`config.mk`:
```
export PLATFORM = sky130hd
export DESIGN_NAME = sequential_multiplier_flat
export DESIGN_NICKNAME = d
export VERILOG_FILES = /design/src/rtl/multiplier_pkg.sv /design/src/rtl/sequential_multiplier_if.sv /design/src/rtl/seq_mult_datapath.sv /design/src/rtl/sequential_multiplier.sv /design/src/flat_wrapper.sv
export SDC_FILE = /design/constraint.sdc
export NUM_CORES = 1
export LEC_CHECK = 0
export ABC_AREA = 0
export BUFFER_PORTS_ARGS = -buffer_cell sky130_fd_sc_hd__buf_4
export CAP_MARGIN = 20
export CORE_MARGIN = 8
export CORE_UTILIZATION = 53
export CTS_BUF_LIST = sky130_fd_sc_hd__clkbuf_8
export CTS_CLUSTER_SIZE = 30
export DETAILED_ROUTE_END_ITERATION = 10
export PLACE_DENSITY = 0.8
export SYNTH_ARGS = -nofsm -noshare
export SYNTH_HDL_FRONTEND = slang
export SYNTH_HIERARCHICAL = 1
export SYNTH_SLANG_ARGS = --single-unit
```
`constraint.sdc`:
```
create_clock -name clk -period 1.8 [get_ports clk]
set_input_delay 0.09 -clock clk [delete_from_list [all_inputs] [get_ports clk]]
set_output_delay 0.09 -clock clk [all_outputs]
set_load 0.05 [all_outputs]
```
`src/rtl/multiplier_pkg.sv`:
```
// Shared definitions for the sequential shift-and-add multiplier.
package multiplier_pkg;

    typedef enum logic [1:0] {
        IDLE = 2'b00,
        BUSY = 2'b01,
        DONE = 2'b10
    } state_e;

    // Iteration counter must hold the value WIDTH itself.
    function automatic int unsigned count_width(input int unsigned w);
        return $clog2(w + 1);
    endfunction

endpackage

```
`src/rtl/sequential_multiplier_if.sv`:
```
// Request/result bundle between a controller and the sequential multiplier.
interface sequential_multiplier_if #(
    parameter int unsigned WIDTH = 4
);
    logic                 start;
    logic                 is_signed;
    logic [WIDTH-1:0]     a;
    logic [WIDTH-1:0]     b;
    logic                 busy;
    logic                 done;
    logic [2*WIDTH-1:0]   p;

    modport master (
        output start, is_signed, a, b,
        input  busy, done, p
    );

    modport slave (
        input  start, is_signed, a, b,
        output busy, done, p
    );
endinterface

```
`src/rtl/seq_mult_datapath.sv`:
```
// Accumulator, multiplier shift register, N+1-bit adder and final sign fix-up.
module seq_mult_datapath
    import multiplier_pkg::*;
#(
    parameter int unsigned WIDTH = 4
) (
    input  logic                 clk,
    input  logic                 rst_n,
    input  logic                 load_i,
    input  logic                 step_i,
    input  logic                 finish_i,
    input  logic                 is_signed_i,
    input  logic [WIDTH-1:0]     a_i,
    input  logic [WIDTH-1:0]     b_i,
    output logic [2*WIDTH-1:0]   p_o
);
    localparam int unsigned PW = 2 * WIDTH;

    logic [WIDTH-1:0] mcand_q;
    logic [WIDTH-1:0] mplier_q;
    logic [PW-1:0]    acc_q;
    logic [PW-1:0]    p_q;
    logic             neg_q;

    logic [WIDTH-1:0] a_mag_d;
    logic [WIDTH-1:0] b_mag_d;
    logic             neg_d;
    logic [WIDTH:0]   sum_d;
    logic [PW-1:0]    acc_d;

    // Magnitudes on load; one add-then-shift step per iteration.
    always_comb begin
        a_mag_d = (is_signed_i && a_i[WIDTH-1]) ? WIDTH'(-a_i) : a_i;
        b_mag_d = (is_signed_i && b_i[WIDTH-1]) ? WIDTH'(-b_i) : b_i;
        neg_d   = is_signed_i & (a_i[WIDTH-1] ^ b_i[WIDTH-1]);
        sum_d   = {1'b0, acc_q[PW-1:WIDTH]} + (mplier_q[0] ? {1'b0, mcand_q} : '0);
        acc_d   = PW'({sum_d, acc_q[WIDTH-1:0]} >> 1);
    end

    always_ff @(posedge clk) begin
        if (!rst_n) begin
            mcand_q  <= '0;
            mplier_q <= '0;
            acc_q    <= '0;
            neg_q    <= 1'b0;
            p_q      <= '0;
        end else begin
            if (load_i) begin
                mcand_q  <= a_mag_d;
                mplier_q <= b_mag_d;
                acc_q    <= '0;
                neg_q    <= neg_d;
            end else if (step_i) begin
                acc_q    <= acc_d;
                mplier_q <= mplier_q >> 1;
            end
            // The last iteration's result goes straight to p, sign-corrected.
            if (finish_i) begin
                p_q <= neg_q ? PW'(-acc_d) : acc_d;
            end
        end
    end

    assign p_o = p_q;

endmodule

```
`src/rtl/sequential_multiplier.sv`:
```
// N x N -> 2N shift-and-add multiplier: control FSM and iteration counter.
module sequential_multiplier
    import multiplier_pkg::*;
#(
    parameter int unsigned WIDTH = 4
) (
    input  logic                  clk,
    input  logic                  rst_n,
    sequential_multiplier_if.slave mul
);
    localparam int unsigned CW = count_width(WIDTH);

    state_e        state_q;
    state_e        state_d;
    logic [CW-1:0] cnt_q;
    logic [CW-1:0] cnt_d;
    logic          busy_q;
    logic          busy_d;
    logic          done_q;
    logic          done_d;
    logic          load_c;
    logic          step_c;
    logic          finish_c;

    always_ff @(posedge clk) begin
        if (!rst_n) begin
            state_q <= IDLE;
            cnt_q   <= '0;
            busy_q  <= 1'b0;
            done_q  <= 1'b0;
        end else begin
            state_q <= state_d;
            cnt_q   <= cnt_d;
            busy_q  <= busy_d;
            done_q  <= done_d;
        end
    end

    // Next state, counter and datapath strobes; start only matters when ready.
    always_comb begin
        state_d  = state_q;
        cnt_d    = cnt_q;
        load_c   = 1'b0;
        step_c   = 1'b0;
        finish_c = 1'b0;
        case (state_q)
            IDLE, DONE: begin
                if (mul.start) begin
                    state_d = BUSY;
                    cnt_d   = '0;
                    load_c  = 1'b1;
                end else begin
                    state_d = IDLE;
                end
            end
            BUSY: begin
                step_c = 1'b1;
                cnt_d  = cnt_q + CW'(1);
                if (cnt_d == CW'(WIDTH)) begin
                    state_d  = DONE;
                    finish_c = 1'b1;
                end
            end
            default: state_d = IDLE;
        endcase
        busy_d = (state_d == BUSY);
        done_d = (state_d == DONE);
    end

    seq_mult_datapath #(
        .WIDTH (WIDTH)
    ) u_datapath (
        .clk         (clk),
        .rst_n       (rst_n),
        .load_i      (load_c),
        .step_i      (step_c),
        .finish_i    (finish_c),
        .is_signed_i (mul.is_signed),
        .a_i         (mul.a),
        .b_i         (mul.b),
        .p_o         (mul.p)
    );

    assign mul.busy = busy_q;
    assign mul.done = done_q;

endmodule

```
`src/flat_wrapper.sv`:
```
// flat-port wrapper written by rule: the top's interface ports become plain ports
module sequential_multiplier_flat import multiplier_pkg::*;
#(
    parameter int unsigned WIDTH = 4
)
  (clk, rst_n, mul_start, mul_is_signed, mul_a, mul_b, mul_busy, mul_done, mul_p);
  sequential_multiplier_if #(.WIDTH(WIDTH)) mul_i ();
  input  logic clk;
  input  logic rst_n;
  input wire logic [$bits(mul_i.start)-1:0] mul_start;
  input wire logic [$bits(mul_i.is_signed)-1:0] mul_is_signed;
  input wire logic [$bits(mul_i.a)-1:0] mul_a;
  input wire logic [$bits(mul_i.b)-1:0] mul_b;
  output wire logic [$bits(mul_i.busy)-1:0] mul_busy;
  output wire logic [$bits(mul_i.done)-1:0] mul_done;
  output wire logic [$bits(mul_i.p)-1:0] mul_p;
  assign mul_i.start = mul_start;
  assign mul_i.is_signed = mul_is_signed;
  assign mul_i.a = mul_a;
  assign mul_i.b = mul_b;
  assign mul_busy = mul_i.busy;
  assign mul_done = mul_i.done;
  assign mul_p = mul_i.p;
  sequential_multiplier #(.WIDTH(WIDTH)) u_core (.clk(clk), .rst_n(rst_n), .mul(mul_i));
endmodule
```
Yosys cells after proc, flatten, opt, wreduce, memory -nomap -nowiden. Index checks and enable logic that the tools add are counted.

Register bits: 32. Input port bits: 12.

$add $sub $neg: 5. Equal/unequal tests: 6. Muxes and demuxes: 16. Bitwise operators: 3. Reductions and logical operators: 8.

Operator list (number): 4-bit 2-to-1 mux (5); 8-bit 2-to-1 mux (1); 4-bit negator (2); 8-bit negator (1); 1-bit 2-to-1 mux (6); 3-bit one-hot mux with 2 select lines (1); 4-bit by 4-bit adder with 5-bit output (1); 2-bit by 1-bit == test with 1-bit output, second input constant (2); 2-bit == test, second input constant (2); 2-bit one-hot mux with 2 select lines (1); 2-bit nonzero test (2); 2-bit OR reduction (2); 3-bit by 1-bit adder with 3-bit output, second input constant (1); 3-bit == test, second input constant (1); 3-bit 2-to-1 mux (1); 1-bit logical AND (2); 2-bit zero test (1); 2-bit 2-to-1 mux (1); 2-bit inequality test, second input constant (1); 2-bit AND reduction (1); 1-bit bitwise AND (1); 1-bit NOT (1); 1-bit bitwise XOR (1).

Logic depth before layout (Yosys ltp).
Depth in word-level cells: 5. Depth in mapped cells: 9.

By module. The synthesis kept the hierarchy.

Modules (own cells, without submodules): seq_mult_datapath (times used 1, cells an instance 153, area each 1352.5 µm²); sequential_multiplier (times used 1, cells an instance 30, area each 341.6 µm²).

Least setup slack after synthesis. OpenSTA, ideal clock, no wires.

Path type: register -> register. From: register u_core.u_datapath.mplier_q[0]. To: register u_core.u_datapath.p_q[5], in the netlist u_core/u_datapath/p_o[5]. Setup time: 0.116 ns. Arrival: 1.807 ns. Data required time: 1.684 ns. Path slack: -0.124 ns. Cell stages (with the launch flop): 10. Buffers on the path: 0. Clock period less this slack: 1.924 ns. Cells stage by stage: dfxtp_1 and2_1 ha_1 inv_1 fa_1 nor3b_2 a21boi_0 xnor2_1 nand2_1 o211a_1.

Longest elaborated chain between the ends: 4.

Ends and longest elaborated chain: start, declared (RTL line seq_mult_datapath.sv:20) `logic [WIDTH-1:0] mplier_q;`; start signal, assigned (RTL line seq_mult_datapath.sv:50) `mplier_q <= b_mag_d;`; start signal, assigned (RTL line seq_mult_datapath.sv:55) `mplier_q <= mplier_q >> 1;`; 4-bit 2-to-1 mux * (RTL line seq_mult_datapath.sv:36) `sum_d = {1'b0, acc_q[PW-1:WIDTH]} + (mplier_q[0] ? {1'b0, mcand_q} : '0);`; 4-bit by 4-bit adder with 5-bit output * (RTL line seq_mult_datapath.sv:36); 8-bit negator (RTL line seq_mult_datapath.sv:59) `p_q <= neg_q ? PW'(-acc_d) : acc_d;`; 8-bit 2-to-1 mux * (RTL line seq_mult_datapath.sv:59); end signal, assigned (RTL line seq_mult_datapath.sv:59); end, declared (RTL line seq_mult_datapath.sv:22) `logic [PW-1:0] p_q;`.

Every way passes the cells marked *; elsewhere a longest branch is shown, timed or not. A chain may end at the register's enable or synchronous reset.

Worst setup path in the final report.
From: register u_core.u_datapath.mplier_q[0]. To: register u_core.u_datapath.p_q[7], in the netlist u_core/u_datapath/p_o[7].

Same word-level chain as after synthesis.

==> flow_metrics.py <==
metrics = {
    "run_status": {
        "status": "finished, violations left",
        "failed_checks": "negative setup slack",
    },
    "critical_path": {
        "critPathMaxFanout": 3,
        "critPathCaptureType": "register",
        "arrival_ns": 2.19,
        "cp_cell_sequence": "and2_4 > ha_4 > inv_2 > fa_1 > nor3b_4 > and3_4 > nand3b_1 > mux2i_1 > o21a_1",
        "start_kind": "register",
        "crit_cells": 9,
        "critPathTopFamily": "simple AND/OR/NAND/NOR gates",
        "critPathKind": "reg2reg",
        "slowest_stage": "fa_1",
        "required_ns": 2.03,
        "cpPeakStageDelay_ns": 0.49,
        "reg2regPathDepth": 9,
        "path_buf_inv": 1,
    },
    "pwr": {
        "powerDensity_mw_per_mm2": 731.8,
        "vdd_drop_max_mv": 0.5349,
        "intPower_w": 0.001154,
        "p_total_w": 0.001531,
        "leakage_nw": 0.9171,
        "combPwrFrac": 0.136,
        "netSwitchingPower_w": 0.0003768,
        "p_sw_frac": 0.2461,
        "seq_power_share": 0.477,
        "clockPowerShare": 0.387,
    },
    "finish": {
        "synthToLayoutAreaGrowth_pct": 23.49,
        "final_common_cell": "buf_4",
        "n_antenna_cell": 0,
        "final_cell_mix": "31 x buf_4, 29 x dfxtp_1, 14 x inv_1, 14 x nand2_1, 11 x nor2_1",
        "fin_util": 0.6852,
        "layout-drive-gt1-share": 0.2736,
        "final_nets": 233,
    },
    "sta": {
        "setup_ws_ns": -0.1588,
        "setup_viol": 4,
        "fin_skew_ns": 0.004435,
        "max-slew-margin-rel": 0.7715,
        "hold_violations": 0,
        "fin_crit_ns": 1.959,
        "fmax_ghz": 0.5105,
        "post-route-period-util": 1.088,
        "rsz0062_at_grt": "true",
        "worst_pin_slew_ns": 0.3422,
        "final_max_slew_viol_count": 0,
    },
    "worst_hold_path": {
        "hold_depth": 3,
        "hold_path_class": "in2reg",
    },
    "synth": {
        "syn-num-nets": 205,
        "avgSynthCellArea_sq_um": 9.258,
        "netlist_instances": 183,
        "ys_ff_latch": 31,
        "synth.distinct_cells": 41,
        "yosysWarningCount": 6,
        "ys_seq_area_frac": 0.3663,
        "synthesis.area_sq_mm": 0.001694,
    },
    "cts": {
        "cts_max_level": 2,
        "clockRootBuffer": "clkbuf_8",
        "clk_latency_ns": 0.28,
        "numCtsBuffers": 5,
        "clk_pin_slew_ns": 0.06,
        "clock_sinks": 31,
        "clk_path_buf_depth": 2,
        "cts_tree": "yes",
    },
    "grt": {
        "grt_usage": 0.1427,
        "antenna_found_initial": 0,
        "grt_pass1_vias": 1332,
        "grt_overflow": 0,
        "grt_pass1_wl_microns": 5996,
        "grt_max_degree": 28,
    },
    "floorplan": {
        "fp.dieH_microns": 72.54,
        "die_w_microns": 72.54,
        "dieArea_sq_mm": 0.005261,
        "rows": 20,
        "boundaryPins": 22,
        "core_area_sq_mm": 0.003053,
        "start_util": 0.5549,
    },
    "routing": {
        "routed_wl_microns": 3513,
        "antenna_left": 0,
        "drc": 0,
        "routed_via_density": 5.324,
        "drtIter0Drc": 95,
        "vias": 1363,
        "wl_per_cell_microns": 13.72,
        "drtPass1Iterations": 4,
    },
    "placed_design": {
        "numPortBuffers": 21,
        "gp_congestion": 0.8327,
        "dp_worst_setup_slack_ns": -0.1682,
        "dp_hpwl_microns": 2481,
    },
    "run": {
        "cap_viol_max_count": 0,
    },
}
-- synth_stat cells --
library cell / instances / share of area
ha_1: 9 / 0.066
nor2b_4: 1 / 0.0081
nand3b_1: 1 / 0.0044
a21oi_1: 1 / 0.0030
a21o_1: 1 / 0.0044
and3_1: 3 / 0.011
o31ai_1: 3 / 0.013
a21boi_0: 4 / 0.018
nand3_1: 8 / 0.024
a32oi_1: 1 / 0.0052
fa_1: 1 / 0.012
mux2_2: 1 / 0.0066
and2_1: 5 / 0.018
mux2i_1: 9 / 0.053
inv_1: 14 / 0.031
xor2_1: 3 / 0.016
nand2_1: 15 / 0.033
nor3b_2: 2 / 0.015
buf_1: 1 / 0.0022
buf_2: 3 / 0.0089
nand4bb_1: 2 / 0.013
a211oi_1: 4 / 0.018
dfxtp_1: 31 / 0.37
nand4b_1: 1 / 0.0052
clkbuf_1: 4 / 0.0089
a21oi_2: 1 / 0.0052
buf_6: 2 / 0.013
o2bb2ai_1: 1 / 0.0052
nand2b_1: 4 / 0.015
or3_1: 2 / 0.0074
xor2_2: 1 / 0.0096
o21a_1: 3 / 0.013
o211a_1: 6 / 0.035
nor2_1: 11 / 0.024
o21ai_0: 5 / 0.015
o31a_1: 1 / 0.0052
a311oi_1: 2 / 0.010
nor2b_1: 8 / 0.030
o31ai_2: 3 / 0.022
xnor2_1: 4 / 0.021
o211ai_1: 1 / 0.0044
-- cell type report --
cell class              count  area [sq um]
inverters                  14         52.55
clock buffers               7         96.34
flip-flops and latches     31         623.1
fillers                   224         960.9
repair buffers             31         232.7
well taps                  44         55.05
clock inverters             1         3.754
multi-input cells         128          1028
-- power by group through the flow --
stage | clock network, W | logic, W | registers, W
final | 0.000593 | 0.000208 | 0.000730
after global routing | 0.000634 | 0.000230 | 0.000732
after CTS | 0.000608 | 0.000200 | 0.000729
after detailed placement | 0 | 0.000192 | 0.000743
after global placement | 0 | 0.000183 | 0.000741
after floorplan | 0 | 0.000132 | 0.000745
-- stage by stage --
stage                     instance area, sq um  cells  hold slack [ns]  TNS (ns)
final                                     2092    256          0.09328   -0.3896
after global routing                      2092    256          0.09706   -0.7460
after CTS                                 2053    255          0.08500   -0.2074
after detailed placement                  1907    245           0.3841   -0.4909
after global placement                    1907    245           0.3774   -0.1401
after floorplan                           1698    183           0.2182   -0.2123
-- flip-flops by register name, summed over array words and instances, names as in the netlist --
register                    flops
u_core/u_datapath/p_o           8
u_core/u_datapath/acc_q         7
u_core/u_datapath/mcand_q       4
u_core/u_datapath/mplier_q      4
u_core/cnt_q                    3
u_core/state_q                  2
u_core/mul.busy                 1
u_core/mul.done                 1
u_core/u_datapath/neg_q         1
-- metal layers --
layer | GRT usage | part of all wire
met1 | 0.1671 | 0.46
met3 | 0.05096 | 0.053
met4 | 0.06000 | 0.012
met2 | 0.2286 | 0.47
met5 | 0 | 0
-- cells by family after synthesis --
kind of cell               share of synthesized area
and+or+nand+nor                               0.2083
adders and majority gates                    0.07829
xor gates and xnor gates                     0.04579
muxes                                        0.05982
AOI/OAI and AO/OA                             0.1773
buffers and inverters                        0.06425
DFF                                           0.3663
-- worst paths after layout --
kind	startpoint	to	slack (ns)
max	u_core/u_datapath/mplier_q[0]	u_core/u_datapath/p_o[7]	-0.16
max reg2reg	u_core/u_datapath/mplier_q[0]	u_core/u_datapath/p_o[7]	-0.16
min reg2reg	u_core/u_datapath/mcand_q[2]	u_core/u_datapath/mcand_q[2]	0.48
min	mul_b[1]	u_core/u_datapath/mplier_q[1]	0.09
-- worst min-delay path, delay by kind of cell --
family | cells | cell delay [ns]
simple gates | 1 | 0.05
compound gates | 1 | 0.08
buf+inv | 1 | 0.12
-- timing repair --
action / in CTS / in global routing
setup buffers: 2 / 1
gates resized for setup: 6 / 5
hold buffers: 0 / 0
pin swaps: 5 / 5
setup endpoints to repair: 5 / 6
No activity file was read; power rests on OpenSTA's default activity.
